[config.mk]
export PLATFORM = sky130hd
export DESIGN_NAME = sseg_scan_ctrl
export DESIGN_NICKNAME = d
export VERILOG_FILES = /design/src/rtl/sseg_scan_ctrl.sv
export SDC_FILE = /design/constraint.sdc
export NUM_CORES = 1
export LEC_CHECK = 0
export BUFFER_PORTS_ARGS = -buffer_cell sky130_fd_sc_hd__buf_2
export CORE_MARGIN = 3
export CORE_UTILIZATION = 62
export CTS_CLUSTER_SIZE = 10
export DETAILED_ROUTE_END_ITERATION = 6
export PLACE_DENSITY = 0.84
export SLEW_MARGIN = 10
export SYNTH_ARGS = -nofsm -noshare
export SYNTH_HDL_FRONTEND = slang
export SYNTH_SLANG_ARGS = --single-unit
[constraint.sdc]
create_clock -name clk -period 6.32 [get_ports clk]
set_input_delay 0.316 -clock clk [delete_from_list [all_inputs] [get_ports clk]]
set_output_delay 0.316 -clock clk [all_outputs]
set_load 0.01 [all_outputs]
[src/rtl/sseg_scan_ctrl.sv]
// Time-multiplexed scan controller for common-anode seven-segment digits.
// Holds a shadow/active pair of packed BCD frames, commits only at frame
// boundaries, and drives one active-low anode per slot after a guard interval.
// All outputs are registered from the next-state values, so every output
// describes the same cycle as the internal slot/counter state.
module sseg_scan_ctrl #(
  parameter int NUM_DIGITS   = 4,
  parameter int DIGIT_CYCLES = 50000,
  parameter int GUARD_CYCLES = 64
) (
  input  logic                          clk,
  input  logic                          rst,
  input  logic [4*NUM_DIGITS-1:0]       value_in,
  input  logic                          load,
  input  logic                          lz_en,
  output logic [3:0]                    bcd_out,
  output logic [NUM_DIGITS-1:0]         an,
  output logic [$clog2(NUM_DIGITS)-1:0] digit_idx,
  output logic                          pending,
  output logic                          frame_done
);

  localparam int IDX_W = $clog2(NUM_DIGITS);
  localparam int CNT_W = (DIGIT_CYCLES > 1) ? $clog2(DIGIT_CYCLES) : 1;
  localparam int VAL_W = 4 * NUM_DIGITS;

  typedef enum logic {
    GUARD,
    ON
  } state_t;

  state_t           state, state_next;
  logic [CNT_W-1:0] cnt, cnt_next;
  logic [IDX_W-1:0] idx_next;
  logic [VAL_W-1:0] shadow, shadow_next;
  logic [VAL_W-1:0] active, active_next;
  logic             pending_next;
  logic             slot_end;
  logic             frame_end;
  logic             blank;
  logic [3:0]       bcd_next;
  logic [NUM_DIGITS-1:0] an_next;
  logic             frame_done_next;

  // Slot sequencing: guard/on phases, in-slot counter, digit index with wrap.
  always_comb begin
    state_next = state;
    cnt_next   = cnt + CNT_W'(1);
    idx_next   = digit_idx;
    slot_end   = (cnt == CNT_W'(DIGIT_CYCLES - 1));
    frame_end  = slot_end && (digit_idx == IDX_W'(NUM_DIGITS - 1));
    case (state)
      GUARD:   if (cnt == CNT_W'(GUARD_CYCLES - 1)) state_next = ON;
      ON:      if (slot_end) state_next = GUARD;
      default: state_next = GUARD;
    endcase
    if (slot_end) begin
      cnt_next = '0;
      idx_next = (digit_idx == IDX_W'(NUM_DIGITS - 1)) ? '0 : digit_idx + IDX_W'(1);
    end
  end

  // Load/commit: a load on the frame-ending cycle goes straight to active.
  always_comb begin
    shadow_next  = shadow;
    active_next  = active;
    pending_next = pending;
    if (load) shadow_next = value_in;
    if (frame_end) begin
      pending_next = 1'b0;
      if (load)         active_next = value_in;
      else if (pending) active_next = shadow;
    end else if (load) begin
      pending_next = 1'b1;
    end
  end

  // Output decode for the upcoming cycle: nibble select, blanking, anode.
  always_comb begin
    bcd_next = '0;
    blank    = 1'b0;
    an_next  = '1;
    for (int unsigned k = 0; k < NUM_DIGITS; k++) begin
      if (idx_next == IDX_W'(k)) begin
        bcd_next = active_next[4*k +: 4];
        blank    = lz_en && (k != 0) && ((active_next >> (4*k)) == '0);
      end
    end
    if (state_next == ON && !blank) begin
      for (int unsigned k = 0; k < NUM_DIGITS; k++) begin
        if (idx_next == IDX_W'(k)) an_next[k] = 1'b0;
      end
    end
    frame_done_next = (cnt_next == CNT_W'(DIGIT_CYCLES - 1)) &&
                      (idx_next == IDX_W'(NUM_DIGITS - 1));
  end

  // State and registered outputs; reset aborts the scan with no commit.
  always_ff @(posedge clk) begin
    if (rst) begin
      state      <= GUARD;
      cnt        <= '0;
      digit_idx  <= '0;
      shadow     <= '0;
      active     <= '0;
      pending    <= 1'b0;
      bcd_out    <= '0;
      an         <= '1;
      frame_done <= 1'b0;
    end else begin
      state      <= state_next;
      cnt        <= cnt_next;
      digit_idx  <= idx_next;
      shadow     <= shadow_next;
      active     <= active_next;
      pending    <= pending_next;
      bcd_out    <= bcd_next;
      an         <= an_next;
      frame_done <= frame_done_next;
    end
  end

endmodule

-- Word-level counts from Yosys, hierarchy flattened
Index checks and enable logic that the tools add are counted.
- $add $sub $neg: 2
- equality and inequality tests: 7
- multiplexer cells: 20
- bitwise gates (word level): 2
- reduce and logical (&&, ||, !) cells: 13
- operator list (kind ; number):
    16-bit 2-to-1 mux ; 4
    16-bit logical NOT ; 3
    16-bit == test (second input constant) ; 2
    16-bit by 1-bit adder with 16-bit output (second input constant) ; 1
    16-bit by 6-bit == test with 1-bit output (second input constant) ; 1
    4-bit 2-to-1 mux ; 4
    1-bit 2-to-1 mux ; 9
    2-bit == test (second input constant) ; 3
    1-bit logical AND ; 6
    2-bit 2-to-1 mux ; 2
    2-bit OR reduction ; 2
    2-bit by 1-bit adder with 2-bit output (second input constant) ; 1
    2-bit by 1-bit == test with 1-bit output (second input constant) ; 1
    2-bit logical NOT ; 1
    1-bit inverter ; 2
    1-bit one-hot mux with 2 select lines ; 1
    1-bit logical NOT ; 1
- register bits: 61
- input port bits: 20
- output and inout port bits: 12
- logic and storage cells: 53

-- Longest topological paths before layout
- depth in word-level cells: 12
- gate-level depth with buffers: 9
- gate-level depth less buffers: 7

-- Worst setup path before layout
No wires, ideal clock.
- path kind: register -> register
- start point: reg digit_idx[0]
- end point: reg bcd_out[1]
- setup time: 130 ps
- arrival time: 2001 ps
- required time: 6190 ps
- slack: 4189 ps
- cell stages (with the launch flop): 9
- path buffers: 1
- clock period less this slack: 2131 ps
- cells stage by stage: dfxtp_1 > ha_1 > and4_1 > and4_1 > buf_4 > mux2_2 > a211oi_1 > o22a_1 > a21oi_2
- longest elaborated chain between the ends: 8
- elaborated cells between the ends (all ways): 14
- those cells by class: add/sub: 1; eq/ne: 4; mux: 7; reduce/logical: 2
- RTL lines (what ; RTL line ; text):
    start, declared ; 18 ; output logic [$clog2(NUM_DIGITS)-1:0] digit_idx,
    start signal, assigned ; 113 ; digit_idx <= idx_next;
    2-bit by 1-bit adder with 2-bit output or 2-bit == test (tied branches) ; 59, 51 ;
    2-bit 2-to-1 mux ; 59 ; idx_next = (digit_idx == IDX_W'(NUM_DIGITS - 1)) ? '0 : digit_idx + IDX_W'(1);
    2-bit 2-to-1 mux ; 57 ; if (slot_end) begin
    2-bit logical NOT ; 84 ; if (idx_next == IDX_W'(k)) begin
    4-bit 2-to-1 mux (3 in a row) ; 84 ;
    4-bit 2-to-1 mux (*) ; 84 ;
    end signal, assigned ; 117 ; bcd_out <= bcd_next;
    end, declared ; 16 ; output logic [3:0] bcd_out,
Every way passes the cells marked *; elsewhere a longest branch is shown, timed or not.
A chain may end at the register's enable or synchronous reset.

-- Worst setup path after layout
- start point: reg digit_idx[0]
- end point: reg bcd_out[2]
Same word-level chain as after synthesis.

==> impl_metrics.py <==
metrics = {
    "run_status": {
        "status": "completed",
    },
    "placement": {
        "dp_slack_ns": 3.85,
        "gp_congestion": 0.923,
        "dp_cells": 394,
        "detailed_place_hpwl_um": 4460,
        "portBuffers": 31,
    },
    "logic_synthesis": {
        "ys_types": 55,
        "yosys_register_bits": 61,
        "synth_flop_cell": "dfxtp_1",
        "yosys_warnings": 0,
        "synthTopCellsByArea": "dfxtp_1, nor2_1, mux2i_1",
        "syn_avg_cell_area_um2": 8.73,
        "synth_edf_count": 0,
        "async_flop_share_pct": 0,
        "synth_commonest_cells": "nor2_1, dfxtp_1, nand2_1",
        "yosysMostFrequentCell": "nor2_1",
        "netlist.area_leader.share_pct": 42.9,
        "ys_seq_area_share_pct": 42.9,
        "synth_cells": 326,
        "synth_top_area_cell": "dfxtp_1",
        "netlist_area_um2": 2850,
        "syn_nets": 348,
    },
    "setup_path": {
        "r2r-start": "digit_idx[0]",
        "cp-end-kind": "flip-flop",
        "crit_fanout": 10,
        "cp.arrival_ns": 2.75,
        "rr_worst_depth": 7,
        "required_ns": 6.55,
        "ff2ff_setup_slack_ns": 3.80,
        "rr_endpoint": "bcd_out[2]",
        "worstSetupStartpointType": "flip-flop",
        "crit_type": "flip-flop to flip-flop",
    },
    "layout": {
        "final_cells": 410,
        "antenna_cells": 0,
        "multi_input_area_um2": 1540,
        "post-route-util_pct": 72.3,
        "register_area_um2": 1220,
        "final_nets": 375,
        "area_growth_pct": 11.3,
        "fill_cells": 341,
        "drive_gt1_share_pct": 18.4,
    },
    "floorplanning": {
        "core_um2": 4380,
        "ios": 32,
        "die-area_um2": 5440,
        "start_util_pct": 64.9,
        "floorplan.rows": 24,
        "die_w_um": 73.7,
        "chipHeight_um": 73.7,
    },
    "sta": {
        "worst_slack_ns": 3.80,
        "hold_slack_ns": 0.243,
        "grt_setup_unrepaired": "false",
        "setup_viol": 0,
        "worst_pin_slew_ns": 0.933,
        "hold_viol": 0,
        "fin_skew_ns": 0.00844,
        "period_share_pct": 39.9,
        "maxClockFrequency_mhz": 397,
        "period_needed_ns": 2.52,
        "setup_tns_ns": 0,
        "relSlewSlack_pct": 37.6,
        "maxSlewViolCount": 0,
    },
    "hold_path": {
        "hold_depth": 3,
        "hold_start": "value_in[4]",
        "min_to": "shadow[4]",
        "hold_class": "input port to flip-flop",
    },
    "clock_tree": {
        "post_cts_buffers": 0,
        "cts_resized": 0,
        "htreeDepth": 3,
        "numCtsBuffers": 9,
        "cts_num_sinks": 61,
        "clk_latency_ns": 0.34,
        "clkTransAtPathRegs_ns": 0.07,
        "cts_tree": "yes",
        "cts_hold_buf": 0,
        "cts_root_buf": "clkbuf_8",
        "clock_path_buffers": 2,
    },
    "pwr": {
        "p_leak_uw": 0.00124,
        "ir_drop_v": 0.000211,
        "power.density_nw_per_um2": 231,
    },
    "drt": {
        "vias_per_cell": 5.84,
        "drt_first_pass_iters": 4,
        "route.detailed.drc": 0,
        "vias": 2395,
        "postRouteAntennaNets": 0,
        "wl_per_cell_um": 15.5,
        "drt_iter0_drc": 220,
        "wirelength_um": 6360,
    },
    "global_routing": {
        "overflow": 0,
        "antenna_found_initial": 0,
        "grt_pass1_wl_um": 10300,
        "grt_usage_pct": 24.9,
        "grt_max_degree": 44,
        "grt_pass1_vias": 2270,
    },
    "run": {
        "max_cap_viol_count": 0,
    },
}
[cell type report]
class	count	share of cell area, %
Clock inverter	6	1.26
Multi-Input combinational cell	244	48.5
Timing Repair Buffer	31	4.90
Inverter	6	0.711
Tap cell	52	2.05
Sequential cell	61	38.5
Clock buffer	10	4.03
[critical path, cell delays in order, from the launching register on]
cell and delay [ns]:
dfxtp_1 0.44, ha_1 0.20, and4_1 0.23, and4_1 0.47, mux2_2 0.38, a211oi_1 0.38, mux2_2 0.24, o2bb2ai_1 0.07
[worst max path at each step]
stage                      start    endpoint  slack, ns  cells after the start
floorplan           digit_idx[0]  bcd_out[1]       4.19                      8
global placement    digit_idx[0]  bcd_out[2]       3.91                      7
detailed placement  digit_idx[0]  bcd_out[2]       3.85                      7
CTS                 digit_idx[0]  bcd_out[2]       3.83                      7
global route              cnt[0]  bcd_out[2]       3.68                      7
finish              digit_idx[0]  bcd_out[2]       3.80                      7
[metal layers]
layer	GRT usage (%)	up-vias	share of wire, %
met4	10.1	0	1.7
met5	0	-	0
met2	36.3	77	45
li1	-	1213	-
met3	7.52	10	5.6
met1	34.1	1095	47
[cell usage in the layout (no fill, tap or decap), drive strengths merged, types with 4 or more instances in the layout]
master	count
a21oi	19
nand4	5
xor2	5
xnor2	7
nand2	23
inv	6
and4	6
mux2	8
nand3	11
clkinvlp	4
or4	4
dfxtp	61
o21ai	12
nor2	64
nand2b	7
buf	31
clkbuf	10
mux2i	14
and3	5
nor4	5
nor3	10
[registers in the layout, indices dropped and copies added, names as in the netlist]
signal and count:
pending 1, active 16, digit_idx 2, an 4, state 1, frame_done 1
shadow 16, cnt 16, bcd_out 4
[metrics by stage]
stage	total power (uW)	area, um^2
after floorplan	432	2850
after global placement	445	3000
after detailed placement	447	3000
after CTS	733	3170
after global routing	755	3170
final	732	3170
[where the power goes]
part,switching [uW],total [uW],internal [uW]
registers,5.55,398,392
clock network,154,294,140
logic,24.8,40.4,15.6
total,184,732,548
[cells by family (layout without fill, tap and decap cells)]
kind of cell | after synthesis | after routing | synth area share, %
AND/OR/NAND/NOR | 158 | 158 | 29.4
flip-flops | 61 | 61 | 42.9
AO/OA/AOI/OAI | 50 | 50 | 11.5
multiplexers | 22 | 22 | 8.53
buffers and inverters | 21 | 53 | 3.08
XOR/XNOR | 12 | 12 | 3.69
adder cells (fa/ha/maj) | 2 | 2 | 0.879
Power figures use the tool's default switching activity.
